[config.mk]
export PLATFORM = sky130hd
export DESIGN_NAME = mem_port_arbiter
export DESIGN_NICKNAME = d
export VERILOG_FILES = /design/src/rtl/mem_arb_pkg.sv /design/src/rtl/rr_pick2.sv /design/src/rtl/mem_port_arbiter.sv
export SDC_FILE = /design/constraint.sdc
export NUM_CORES = 1
export LEC_CHECK = 0
export CAP_MARGIN = 20
export CORE_UTILIZATION = 34
export DETAILED_ROUTE_END_ITERATION = 6
export GPL_TIMING_DRIVEN = 1
export PLACE_DENSITY = 0.82
export SYNTH_ARGS = -nofsm -noshare
export SYNTH_HDL_FRONTEND = slang
export SYNTH_SLANG_ARGS = --single-unit
[constraint.sdc]
create_clock -name CLK -period 1.9 [get_ports CLK]
set_clock_uncertainty 0.15 [all_clocks]
set_input_delay 0.38 -clock CLK [delete_from_list [all_inputs] [get_ports CLK]]
set_output_delay 0.38 -clock CLK [all_outputs]
set_load 0.1 [all_outputs]
[src/rtl/mem_arb_pkg.sv]
// Shared types and defaults for the unified-memory port arbiter.
// Owner encoding doubles as the bit index into the two-bit request/grant vectors.
package mem_arb_pkg;

    localparam int ADDR_W = 16;
    localparam int DATA_W = 16;
    localparam int CNT_W  = 3;

    typedef enum logic {
        IDLE    = 1'b0,
        RD_WAIT = 1'b1
    } arb_state_e;

    typedef enum logic {
        OWN_CPU = 1'b0,
        OWN_EXT = 1'b1
    } owner_e;

    function automatic owner_e other_owner(input owner_e o);
        owner_e r;
        if (o == OWN_CPU) begin
            r = OWN_EXT;
        end else begin
            r = OWN_CPU;
        end
        return r;
    endfunction

endpackage

[src/rtl/rr_pick2.sv]
// Two-way round-robin picker: a lone requester wins, a tie goes to the side
// that did not own the previous access. Purely combinational.
module rr_pick2
    import mem_arb_pkg::*;
(
    input  logic [1:0] req,
    input  owner_e     last_owner,
    output logic [1:0] grant,
    output owner_e     winner
);

    // Pick the winner from the live request pair and the previous owner
    always_comb begin
        grant  = 2'b00;
        winner = last_owner;
        case (req)
            2'b01: begin
                grant  = 2'b01;
                winner = OWN_CPU;
            end
            2'b10: begin
                grant  = 2'b10;
                winner = OWN_EXT;
            end
            2'b11: begin
                winner = other_owner(last_owner);
                if (other_owner(last_owner) == OWN_CPU) begin
                    grant = 2'b01;
                end else begin
                    grant = 2'b10;
                end
            end
            default: begin
                grant  = 2'b00;
                winner = last_owner;
            end
        endcase
    end

endmodule

[src/rtl/mem_port_arbiter.sv]
// Shares one unified memory between the CPU control unit and the EXT port
// (loader / DMA): one access in flight, round-robin on ties, fixed read latency.
module mem_port_arbiter
    import mem_arb_pkg::*;
#(
    parameter int ADDR_W = mem_arb_pkg::ADDR_W,
    parameter int DATA_W = mem_arb_pkg::DATA_W,
    parameter int RD_LAT = 1
) (
    input  logic              CLK,
    input  logic              Reset,
    input  logic              cpu_req,
    input  logic              cpu_we,
    input  logic [ADDR_W-1:0] cpu_addr,
    input  logic [DATA_W-1:0] cpu_wdata,
    output logic              cpu_gnt,
    output logic              cpu_rvalid,
    output logic [DATA_W-1:0] cpu_rdata,
    input  logic              ext_req,
    input  logic              ext_we,
    input  logic [ADDR_W-1:0] ext_addr,
    input  logic [DATA_W-1:0] ext_wdata,
    output logic              ext_gnt,
    output logic              ext_rvalid,
    output logic [DATA_W-1:0] ext_rdata,
    output logic              mem_en,
    output logic              mem_we,
    output logic [ADDR_W-1:0] mem_addr,
    output logic [DATA_W-1:0] mem_wdata,
    input  logic [DATA_W-1:0] mem_rdata
);

    // RD_LAT is limited to 1..7 so the wait count fits in CNT_W bits.
    localparam logic [CNT_W-1:0] CNT_INIT = CNT_W'(RD_LAT - 1);
    localparam logic [CNT_W-1:0] CNT_ONE  = {{(CNT_W-1){1'b0}}, 1'b1};
    localparam logic [CNT_W-1:0] CNT_ZERO = {CNT_W{1'b0}};

    arb_state_e        state_q,      state_d;
    logic [CNT_W-1:0]  cnt_q,        cnt_d;
    owner_e            last_owner_q, last_owner_d;
    owner_e            rd_owner_q,   rd_owner_d;
    logic              cpu_rvalid_q, cpu_rvalid_d;
    logic              ext_rvalid_q, ext_rvalid_d;
    logic [DATA_W-1:0] cpu_rdata_q,  cpu_rdata_d;
    logic [DATA_W-1:0] ext_rdata_q,  ext_rdata_d;

    logic [1:0]        pick_req_s;
    logic [1:0]        pick_grant_s;
    owner_e            pick_winner_s;

    // Requests are masked while Reset is asserted so nothing is granted then
    always_comb begin
        pick_req_s = {ext_req, cpu_req} & {2{Reset}};
    end

    rr_pick2 u_pick (
        .req        (pick_req_s),
        .last_owner (last_owner_q),
        .grant      (pick_grant_s),
        .winner     (pick_winner_s)
    );

    // Next-state, memory strobe and read-return logic
    always_comb begin
        state_d      = state_q;
        cnt_d        = cnt_q;
        last_owner_d = last_owner_q;
        rd_owner_d   = rd_owner_q;
        cpu_rvalid_d = 1'b0;
        ext_rvalid_d = 1'b0;
        cpu_rdata_d  = cpu_rdata_q;
        ext_rdata_d  = ext_rdata_q;
        cpu_gnt      = 1'b0;
        ext_gnt      = 1'b0;
        mem_en       = 1'b0;
        mem_we       = 1'b0;
        mem_addr     = {ADDR_W{1'b0}};
        mem_wdata    = {DATA_W{1'b0}};
        case (state_q)
            IDLE: begin
                if (pick_grant_s != 2'b00) begin
                    cpu_gnt = pick_grant_s[0];
                    ext_gnt = pick_grant_s[1];
                    mem_en  = 1'b1;
                    if (pick_winner_s == OWN_CPU) begin
                        mem_we    = cpu_we;
                        mem_addr  = cpu_addr;
                        mem_wdata = cpu_wdata;
                    end else begin
                        mem_we    = ext_we;
                        mem_addr  = ext_addr;
                        mem_wdata = ext_wdata;
                    end
                    last_owner_d = pick_winner_s;
                    // Writes finish in the grant cycle; reads park the port until data returns
                    if (mem_we == 1'b0) begin
                        state_d    = RD_WAIT;
                        cnt_d      = CNT_INIT;
                        rd_owner_d = pick_winner_s;
                    end else begin
                        state_d = IDLE;
                    end
                end else begin
                    state_d = IDLE;
                end
            end
            RD_WAIT: begin
                if (cnt_q == CNT_ZERO) begin
                    state_d = IDLE;
                    if (rd_owner_q == OWN_CPU) begin
                        cpu_rdata_d  = mem_rdata;
                        cpu_rvalid_d = 1'b1;
                    end else begin
                        ext_rdata_d  = mem_rdata;
                        ext_rvalid_d = 1'b1;
                    end
                end else begin
                    cnt_d = cnt_q - CNT_ONE;
                end
            end
            default: begin
                state_d = IDLE;
            end
        endcase
    end

    // State and return-path registers; Reset drops any in-flight read
    always_ff @(posedge CLK) begin
        if (!Reset) begin
            state_q      <= IDLE;
            cnt_q        <= CNT_ZERO;
            last_owner_q <= OWN_EXT;
            rd_owner_q   <= OWN_CPU;
            cpu_rvalid_q <= 1'b0;
            ext_rvalid_q <= 1'b0;
            cpu_rdata_q  <= {DATA_W{1'b0}};
            ext_rdata_q  <= {DATA_W{1'b0}};
        end else begin
            state_q      <= state_d;
            cnt_q        <= cnt_d;
            last_owner_q <= last_owner_d;
            rd_owner_q   <= rd_owner_d;
            cpu_rvalid_q <= cpu_rvalid_d;
            ext_rvalid_q <= ext_rvalid_d;
            cpu_rdata_q  <= cpu_rdata_d;
            ext_rdata_q  <= ext_rdata_d;
        end
    end

    assign cpu_rvalid = cpu_rvalid_q;
    assign ext_rvalid = ext_rvalid_q;
    assign cpu_rdata  = cpu_rdata_q;
    assign ext_rdata  = ext_rdata_q;

endmodule

==> flow_summary.ini, run 1 <==
[pwr]
power.density_nw_per_um2 = 675.1
irDropWorstVdd_uv = 645.5
p_leak_nw = 2.049
finalPower_mw = 3.682

[worst_setup_path]
crit_required_ns = 1.37
crit_buf_inv = 4
crit_chain = buf_6, a31oi_4, buf_6, buf_12, nand2_4, a21oi_4, buf_12
crit_path_max_fanout = 6
slowest_delay_ns = 0.35
crit_type = flip-flop to primary output
crit_family = buffers and inverters
endpoint_kind = primary output
startpoint_type = flip-flop
cp.arrival_ns = 1.88
crit_slowest_cell = dfxtp_2

[clock_tree]
h-tree-depth = 2
cts_hold_buf = 0
cts_tree = built
root_buffer = clkbuf_8
clk_pin_slew_ns = 0.09
clk_path_buf_depth = 2
cts.sinks = 40
cts-buffers-inserted = 5
clk_latency_ns = 0.30

[cells_and_area]
design_area_um2 = 5454
drive_gt1_share_pct = 42.56
finalNetCount = 571
layoutNonFillerInstCount = 559
mostFrequentLayoutCells = nand2_1 (101), clkdlybuf4s50_1 (82), buf_12 (74), dfxtp_1 (38)
diodes = 0
layout_commonest_cell = nand2_1
syn_to_final_growth_pct = 157.9

[grt]
gr-total-overflow = 0
grt_pass1_wl_um = 19090
grt_pass1_vias = 3375
grt_max_degree = 22
grt_use_total_pct = 40.12
antenna_found_initial = 0

[status]
status = finished with violations
violations = negative setup slack

[timing]
fin_ws_ns = -0.5062
hold_viol = 0
hold_ws_ns = 0.3537
min_period_ns = 2.406
finalCritPeriodShare_pct = 126.6
fmax_mhz = 415.6
timing.setup.tns_ns = -11.50
slew_viol_final = 0
setup_viol = 37
tightest_slew_ns = 0.3880
slew_headroom_pct = 74.10
rsz0062_at_grt = true

[yosys]
netlist_instances = 302
ys_seq_elements = 40
synth_flop_cell = dfxtp_1
synth_area_um2 = 2115
synth_nets = 390
ys_types = 34
async_reset_ff_share_pct = 0
synth.yosys.seq_area_share_pct = 37.87
synth.avg_cell_area_um2 = 7.002
ys.warnings.count = 0
synth_edf_count = 0

[drt]
first_iter_violations = 371
drtPass1Iterations = 7
drcViolationCount = 0
vias_per_cell = 6.023
routed_wl_um = 14650
vias = 3367
wl_per_cell_um = 26.21
antenna_left = 0

[floorplan]
io_pins = 156
initial_core_util_pct = 35.50
row_count = 28
die_w_um = 80.86
die_h_um = 80.86
coreArea_um2 = 5956
die_area_um2 = 6538

[place]
place_area_um2 = 4916
dp_hpwl_um = 7458
dp.cells = 532
io_buffers = 155
finalWeightedCongestion = 0.8464

[flow_run]
cap_violations = 0

[worst_hold_path]
min_path_type = flip-flop to flip-flop
## power by group
part           internal (mW)  switching, mW  leakage (nW)  total, mW
logic                  0.865           1.32          1.68       2.18
registers              0.870         0.0419         0.324      0.912
clock network          0.256          0.332        0.0479      0.588
total                   1.99           1.69          2.05       3.68
## sequential cells by signal, summed over array words and instances (netlist names)
name          cells
cpu_rvalid        1
ext_rvalid        1
last_owner_q      1
cnt_q             3
rd_owner_q        1
state_q           1
cpu_rdata        16
ext_rdata        16
## final timing paths
| check | depth (start not counted) | slack [ns] | startpoint | endpoint |
|---|---|---|---|---|
| hold / removal | 2 | 0.35 | cpu_rdata[9] | cpu_rdata[9] |
| setup / recovery | 7 | -0.51 | last_owner_q | mem_wdata[0] |
| setup reg to reg | 6 | -0.03 | cnt_q[0] | ext_rdata[12] |
| hold reg to reg | 2 | 0.35 | cpu_rdata[9] | cpu_rdata[9] |
## tightest hold or removal path: cells and delay by family, from the launching register on
family             cells  cell delay, ns
AOI/OAI and AO/OA      1            0.05
DFF                    1            0.34
and+or+nand+nor        1            0.06
## per-layer routing
metal / global-route usage [%] / part of all wire, %
met1: 40.63 / 33
met2: 68.82 / 48
met3: 12.13 / 11
met4: 30.89 / 8.2
met5: 0 / 0
## cells in the mapped netlist (2+ instances only)
| cell | number | area (um2) |
|---|---|---|
| o21ai_2 | 2 | 17.52 |
| ha_1 | 2 | 25.02 |
| nand3_1 | 3 | 15.01 |
| o21ai_0 | 2 | 10.01 |
| and3_1 | 3 | 18.77 |
| buf_2 | 13 | 65.06 |
| inv_1 | 5 | 18.77 |
| a211oi_1 | 2 | 15.01 |
| a21oi_2 | 11 | 96.34 |
| a21oi_1 | 56 | 280.3 |
| dfxtp_1 | 40 | 800.8 |
| nor2_1 | 4 | 15.01 |
| o32a_1 | 2 | 20.02 |
| buf_4 | 4 | 30.03 |
| buf_6 | 4 | 45.04 |
| nand2_1 | 131 | 491.7 |
## stage by stage
stage | utilization, % | worst slack [ns]
3_5_place_dp | 82.54 | -0.6699
4_1_cts | 90.44 | -0.3017
2_1_floorplan | - | -0.2455
5_1_grt | 91.58 | -0.5494
6_report | 91.58 | -0.5062
3_3_place_gp | 82.54 | -0.6076
## area by class of cell
class,instances,area (um2)
Fill cell,202,501.7
Clock inverter,3,18.77
Tap cell,75,93.84
Timing Repair Buffer,194,2743
Sequential cell,40,805.8
Multi-Input combinational cell,236,1689
Inverter,6,35.03
Clock buffer,5,68.82
## kinds of logic (layout without fill, tap and decap cells)
logic type / Yosys count / count (layout) / synth area share, %
AO/OA/AOI/OAI: 82 / 82 / 24.56
XOR/XNOR: 1 / 1 / 0.4143
adder cells (fa/ha/maj): 2 / 2 / 1.183
buffers and inverters: 28 / 208 / 7.869
flip-flops: 40 / 40 / 37.87
AND/OR/NAND/NOR: 149 / 151 / 28.11
## what timing repair did
action / in CTS / in global routing
gates cloned: 6 / 2
pin swaps: 38 / 4
buffers inserted: 11 / 1
gates resized for setup: 58 / 14
setup endpoints to repair: 60 / 60
No activity file was read; power rests on OpenSTA's default activity.
==> run 2, diff against run 1 <==
--- a/config.mk
+++ b/config.mk
@@ -10,6 +10,7 @@
 export DETAILED_ROUTE_END_ITERATION = 6
 export GPL_TIMING_DRIVEN = 1
 export PLACE_DENSITY = 0.82
+export SKIP_LAST_GASP = 1
 export SYNTH_ARGS = -nofsm -noshare
 export SYNTH_HDL_FRONTEND = slang
 export SYNTH_SLANG_ARGS = --single-unit
==> flow_summary.ini, run 2 (same netlist as run 1, synthesis figures left out) <==
[place]
finalWeightedCongestion = 0.8464
dp_hpwl_um = 7458
io_buffers = 155
place_area_um2 = 4916

[timing]
timing.setup.tns_ns = -11.40
slew_headroom_pct = 77.98
setup_viol = 36
hold_viol = 0
min_period_ns = 2.292
fmax_mhz = 436.3
slew_viol_final = 0
fin_ws_ns = -0.3920
rsz0062_at_grt = true
finalCritPeriodShare_pct = 120.6
tightest_slew_ns = 0.3293

[floorplan]
die_w_um = 80.86
die_h_um = 80.86
die_area_um2 = 6538
coreArea_um2 = 5956
row_count = 28
io_pins = 156
initial_core_util_pct = 35.50

[pwr]
swShare_pct = 45.72
irDropWorstVdd_uv = 635.3
p_seq_share_pct = 24.9
clkPwrFrac_pct = 16.4
power_frac_comb_pct = 58.7
power.internal_mw = 1.984
switching_power_mw = 1.671
p_leak_nw = 2.042
power.density_nw_per_um2 = 674.4

[cells_and_area]
drive_gt1_share_pct = 41.29
syn_to_final_growth_pct = 156.3
layout_commonest_cell = nand2_1
final-seq-area_um2 = 805.8
diodes = 0
finalNetCount = 569
mostFrequentLayoutCells = nand2_1 (102), clkdlybuf4s50_1 (82), buf_12 (74), dfxtp_1 (38), a21oi_1 (35)
fin_util_pct = 91.01
design_area_um2 = 5420
multi_input_area_um2 = 1659
nFillCells = 199

[clock_tree]
cts-buffers-inserted = 5
cts.sinks = 40
h-tree-depth = 2
cts_hold_buf = 0
clk_path_buf_depth = 2
clk_latency_ns = 0.31
clk_pin_slew_ns = 0.08
root_buffer = clkbuf_8
cts_tree = built

[worst_setup_path]
endpoint_kind = primary output
crit_type = flip-flop to primary output
startpoint_type = flip-flop
crit_required_ns = 1.37
crit_path_max_fanout = 6
cp.arrival_ns = 1.76

[grt]
grt_pass1_vias = 3290
grt_pass1_wl_um = 18820
grt_use_total_pct = 39.40
gr-total-overflow = 0
grt_max_degree = 22
antenna_found_initial = 0

[drt]
antenna_left = 0
wl_per_cell_um = 24.02
drcViolationCount = 0
routed_wl_um = 13380
drtPass1Iterations = 5
vias = 3196
vias_per_cell = 5.738
first_iter_violations = 240

[flow_run]
cap_violations = 0

[worst_hold_path]
min_path_type = flip-flop to flip-flop

[status]
violations = negative setup slack
status = finished with violations
-- run 2: path summary, 6_finish.rpt --
kind                  endpoint  slack, ns  depth (start not counted)    startpoint
hold / removal    cpu_rdata[8]       0.35                          2  cpu_rdata[8]
setup / recovery  mem_wdata[8]      -0.39                          7  last_owner_q
setup reg to reg  ext_rdata[3]       0.05                          6      cnt_q[0]
hold reg to reg   cpu_rdata[8]       0.35                          2  cpu_rdata[8]
-- run 2: timing repair --
action | in CTS | in global routing
pin swaps | 37 | 1
resized for setup | 57 | 9
gates cloned | 6 | 0
buffers inserted | 11 | 1
setup endpoints to repair | 60 | 56
-- run 2: per-stage QoR --
stage	power (mW)	setup WS (ns)	hold WS, ns	instances
floorplan	2.036	-0.2455	0.3203	302
global placement	2.765	-0.6076	0.3294	532
detailed placement	2.800	-0.6699	0.3372	532
CTS	3.543	-0.3021	0.3491	556
global route	3.736	-0.4415	0.3717	557
finish	3.655	-0.3920	0.3486	557
-- run 2: final cells by class --
cell class                      count  share of cell area (%)
Multi-Input combinational cell    234                   30.61
Sequential cell                    40                   14.87
Clock buffer                        5                   1.270
Clock inverter                      3                  0.3463
Inverter                            6                  0.6464
Tap cell                           75                   1.731
Timing Repair Buffer              194                   50.53
-- run 2: per-layer routing --
metal,share of wire [%],wire length (um),global-route usage (%)
met3,9.3,1239,14.61
met5,0,0,0
met1,35,4621,40.59
met2,49,6536,66.13
met4,7.3,981,27.32
-- run 2: power groups by stage --
| stage | Combinational [mW] | Clock, mW | Sequential, mW |
|---|---|---|---|
| 3_3_place_gp | 1.84 | 0 | 0.922 |
| 4_1_cts | 2.07 | 0.572 | 0.905 |
| 5_1_grt | 2.19 | 0.635 | 0.911 |
| 6_report | 2.15 | 0.601 | 0.909 |
| 3_5_place_dp | 1.88 | 0 | 0.925 |
| 2_1_floorplan | 0.944 | 0 | 1.09 |
-- run 2: worst max-delay path, cell delays in order (launching register included) --
cell and delay [ns]:
dfxtp_2 0.34, buf_6 0.13, a31oi_4 0.21, buf_6 0.17, buf_12 0.15, nand2_2 0.08
a21oi_4 0.17, buf_12 0.19
==> run 3, diff against run 2 <==
--- a/config.mk
+++ b/config.mk
@@ -8,6 +8,7 @@
 export CAP_MARGIN = 20
 export CORE_UTILIZATION = 34
 export DETAILED_ROUTE_END_ITERATION = 6
+export GPL_ROUTABILITY_DRIVEN = 0
 export GPL_TIMING_DRIVEN = 1
 export PLACE_DENSITY = 0.82
 export SKIP_LAST_GASP = 1
==> results of run 3 <==
The final DEF is identical to that of run 2; final timing and power are the same.
==> RTL change: new RTL, flow settings as in run 3 <==
Make the reset (`Reset`) asynchronous in one clocked block.
--- a/src/rtl/mem_port_arbiter.sv
+++ b/src/rtl/mem_port_arbiter.sv
@@ -126,5 +126,5 @@
 
     // State and return-path registers; Reset drops any in-flight read
-    always_ff @(posedge CLK) begin
+    always_ff @(posedge CLK or negedge Reset) begin
         if (!Reset) begin
             state_q      <= IDLE;
Check against the original RTL: differs if Reset is asserted again (counterexample within 4 cycles, from zero or initial values and one cycle with Reset low); with Reset held inactive, the same outputs for 10 cycles.
==> RTL change against run 3 <==
The run ends with design-rule violations, negative setup slack left. Routed wire length down 10%. Global-route usage is 6.4 points lower. Area after synthesis up 8.1%. Cell area rose by 8.6%. Maximum frequency down 4.1%. Critical path depth is 2 lower. Count of clock-buffer cells in the layout rose by 1. Die area up 7.9%. Non-clock buffer count up 15. Sequential cell count is the same. Sequential share of layout area up 2.2 points. Setup slack got worse by 98 ps. Final cell count down 8.4%. Critical path type unchanged.
Power is not compared: it rests on default switching activity, and its combinational part moved more than twofold at a synthesized area within 25%.
==> RTL change: results (changes against run 3) <==
Drt
  – DRC: 30 (+30)
  – Vias per cell: 5.665 (-1.3%)
  – Initial DRT Pass Iterations: 6 (+1)
  – First DRT Iteration DRCs: 143 (-40%)

Synthesis
  – Async SR Flop Fraction: 100.0% (+100 points)
  – Area contributors post-synth: dfrtp_1 (43%), mux2_2 (17%), a21oi_1 (7.9%)
  – Post-synth net total: 323 (-17%)
  – Adder-cell share of the synthesized area: 1.095% (-0.089 points)
  – Sequential share of the synthesized area: 43.84% (+6.0 points)
  – XOR/XNOR share of the synthesized area: 0.3831% (-0.031 points)

GRT
  – Met3 usage: 7.715% (-6.9 points)
  – Global Route Usage Sum: 32.99% (-6.4 points)
  – Largest net degree at the start of global routing: 38 (+73%)
  – Vias in the first global route: 3161 (-3.9%)
  – First-pass GRT wire length: 17640 microns (-6.3%)

Worst setup path
  – Reg2reg path depth: 5 (-1)
  – Crit path arrival time: 1860 ps (+100 ps)
  – Worst path max stage delay: 600 ps (+260 ps)
  – Cell family with the largest share of critical-path delay: flip-flops

Timing
  – Final WS setup: -489.6 ps (-97.57 ps)
  – Setup Total Neg Slack: -14210 ps (-2815 ps)
  – Endpoints failing setup: 37 (+2.8%)

Placement
  – Post-DP Area: 0.005424 sq mm (+10%)
  – Post-Place Worst Slack: -552.5 ps (+117.3 ps)
  – DPL Wire Length: 7599 microns (+1.9%)

Outcome
  – Outcome: complete, but fails checks
  – Failing checks: design-rule violations, negative setup slack

Finish
  – Share of layout cells above drive strength 1: 54.97% (+14 points)
## RTL change: cell types whose count changed after synthesis, moves of 4 or more
| cell | before | now |
|---|---|---|
| a21oi_2 | 11 | 1 |
| buf_6 | 4 | 0 |
| o21ai_0 | 2 | 29 |
| nand2_1 | 131 | 0 |
| mux2_2 | 0 | 34 |
| dfrtp_1 | 0 | 39 |
| nand3_1 | 3 | 33 |
| buf_4 | 4 | 0 |
| a21oi_1 | 56 | 36 |
| dfxtp_1 | 40 | 0 |
| o21ai_1 | 0 | 5 |
## RTL change: final timing paths
path                                          startpoint                       end  slack (ps)
worst max-delay path            last_owner_q$_DFFE_PN1P_              mem_addr[13]        -490
worst max register to register  last_owner_q$_DFFE_PN1P_      cnt_q[0]$_DFFE_PN0P_         -60
min in group CLK                    cnt_q[0]$_DFFE_PN0P_      cnt_q[0]$_DFFE_PN0P_         410
worst min-delay path                               Reset  last_owner_q$_DFFE_PN1P_          60
worst min register to register      cnt_q[0]$_DFFE_PN0P_      cnt_q[0]$_DFFE_PN0P_         410
max in group asynchronous                          Reset  cpu_rdata[7]$_DFFE_PN0P_        1090
## RTL change: cell families (layout without fill, tap and decap cells)
| family | after synthesis | after routing |
|---|---|---|
| compound gates | 85 | 85 |
| buf+inv | 28 | 225 |
| simple gates | 45 | 46 |
| mux | 34 | 34 |
| xor+xnor | 1 | 1 |
| flops | 40 | 40 |
| fa+ha+maj | 2 | 2 |
## RTL change: final cells by class
cell class / count / area (sq um)
Inverter: 8 / 33.78
Tap cell: 77 / 96.34
Clock inverter: 2 / 15.01
Clock buffer: 6 / 82.58
Fill cell: 221 / 535.5
Multi-Input combinational cell: 168 / 1760
Sequential cell: 40 / 1002
Timing Repair Buffer: 209 / 2897
## RTL change: metal layers
layer / routed length, microns / up-vias
li1: - / 1255
met1: 3904 / 1411
met2: 6593 / 185
met3: 1047 / 38
met4: 429 / 0
met5: 0 / -
## RTL change: per-stage QoR
stage          power [W]  cells
4_1_cts          0.01113    505
5_1_grt          0.01161    510
6_report         0.01132    510
3_5_place_dp     0.01019    484
2_1_floorplan   0.006987    235
3_3_place_gp    0.009972    484
## RTL change: timing repair
item,4_1_cts,5_1_grt
endpoints found under the hold margin,2,0
endpoints found under the setup margin,39,40
hold buffers,1,0
pin swaps,7,9
setup buffers,9,3
gates cloned,3,2
resized for setup,32,10
## RTL change: power by group through the flow
stage,clock network (W),registers [W],logic [W]
finish,0.000619,0.00177,0.00893
global route,0.000649,0.00180,0.00916
detailed placement,0,0.00174,0.00844
global placement,0,0.00168,0.00829
CTS,0.000615,0.00174,0.00878
floorplan,0,0.00412,0.00286
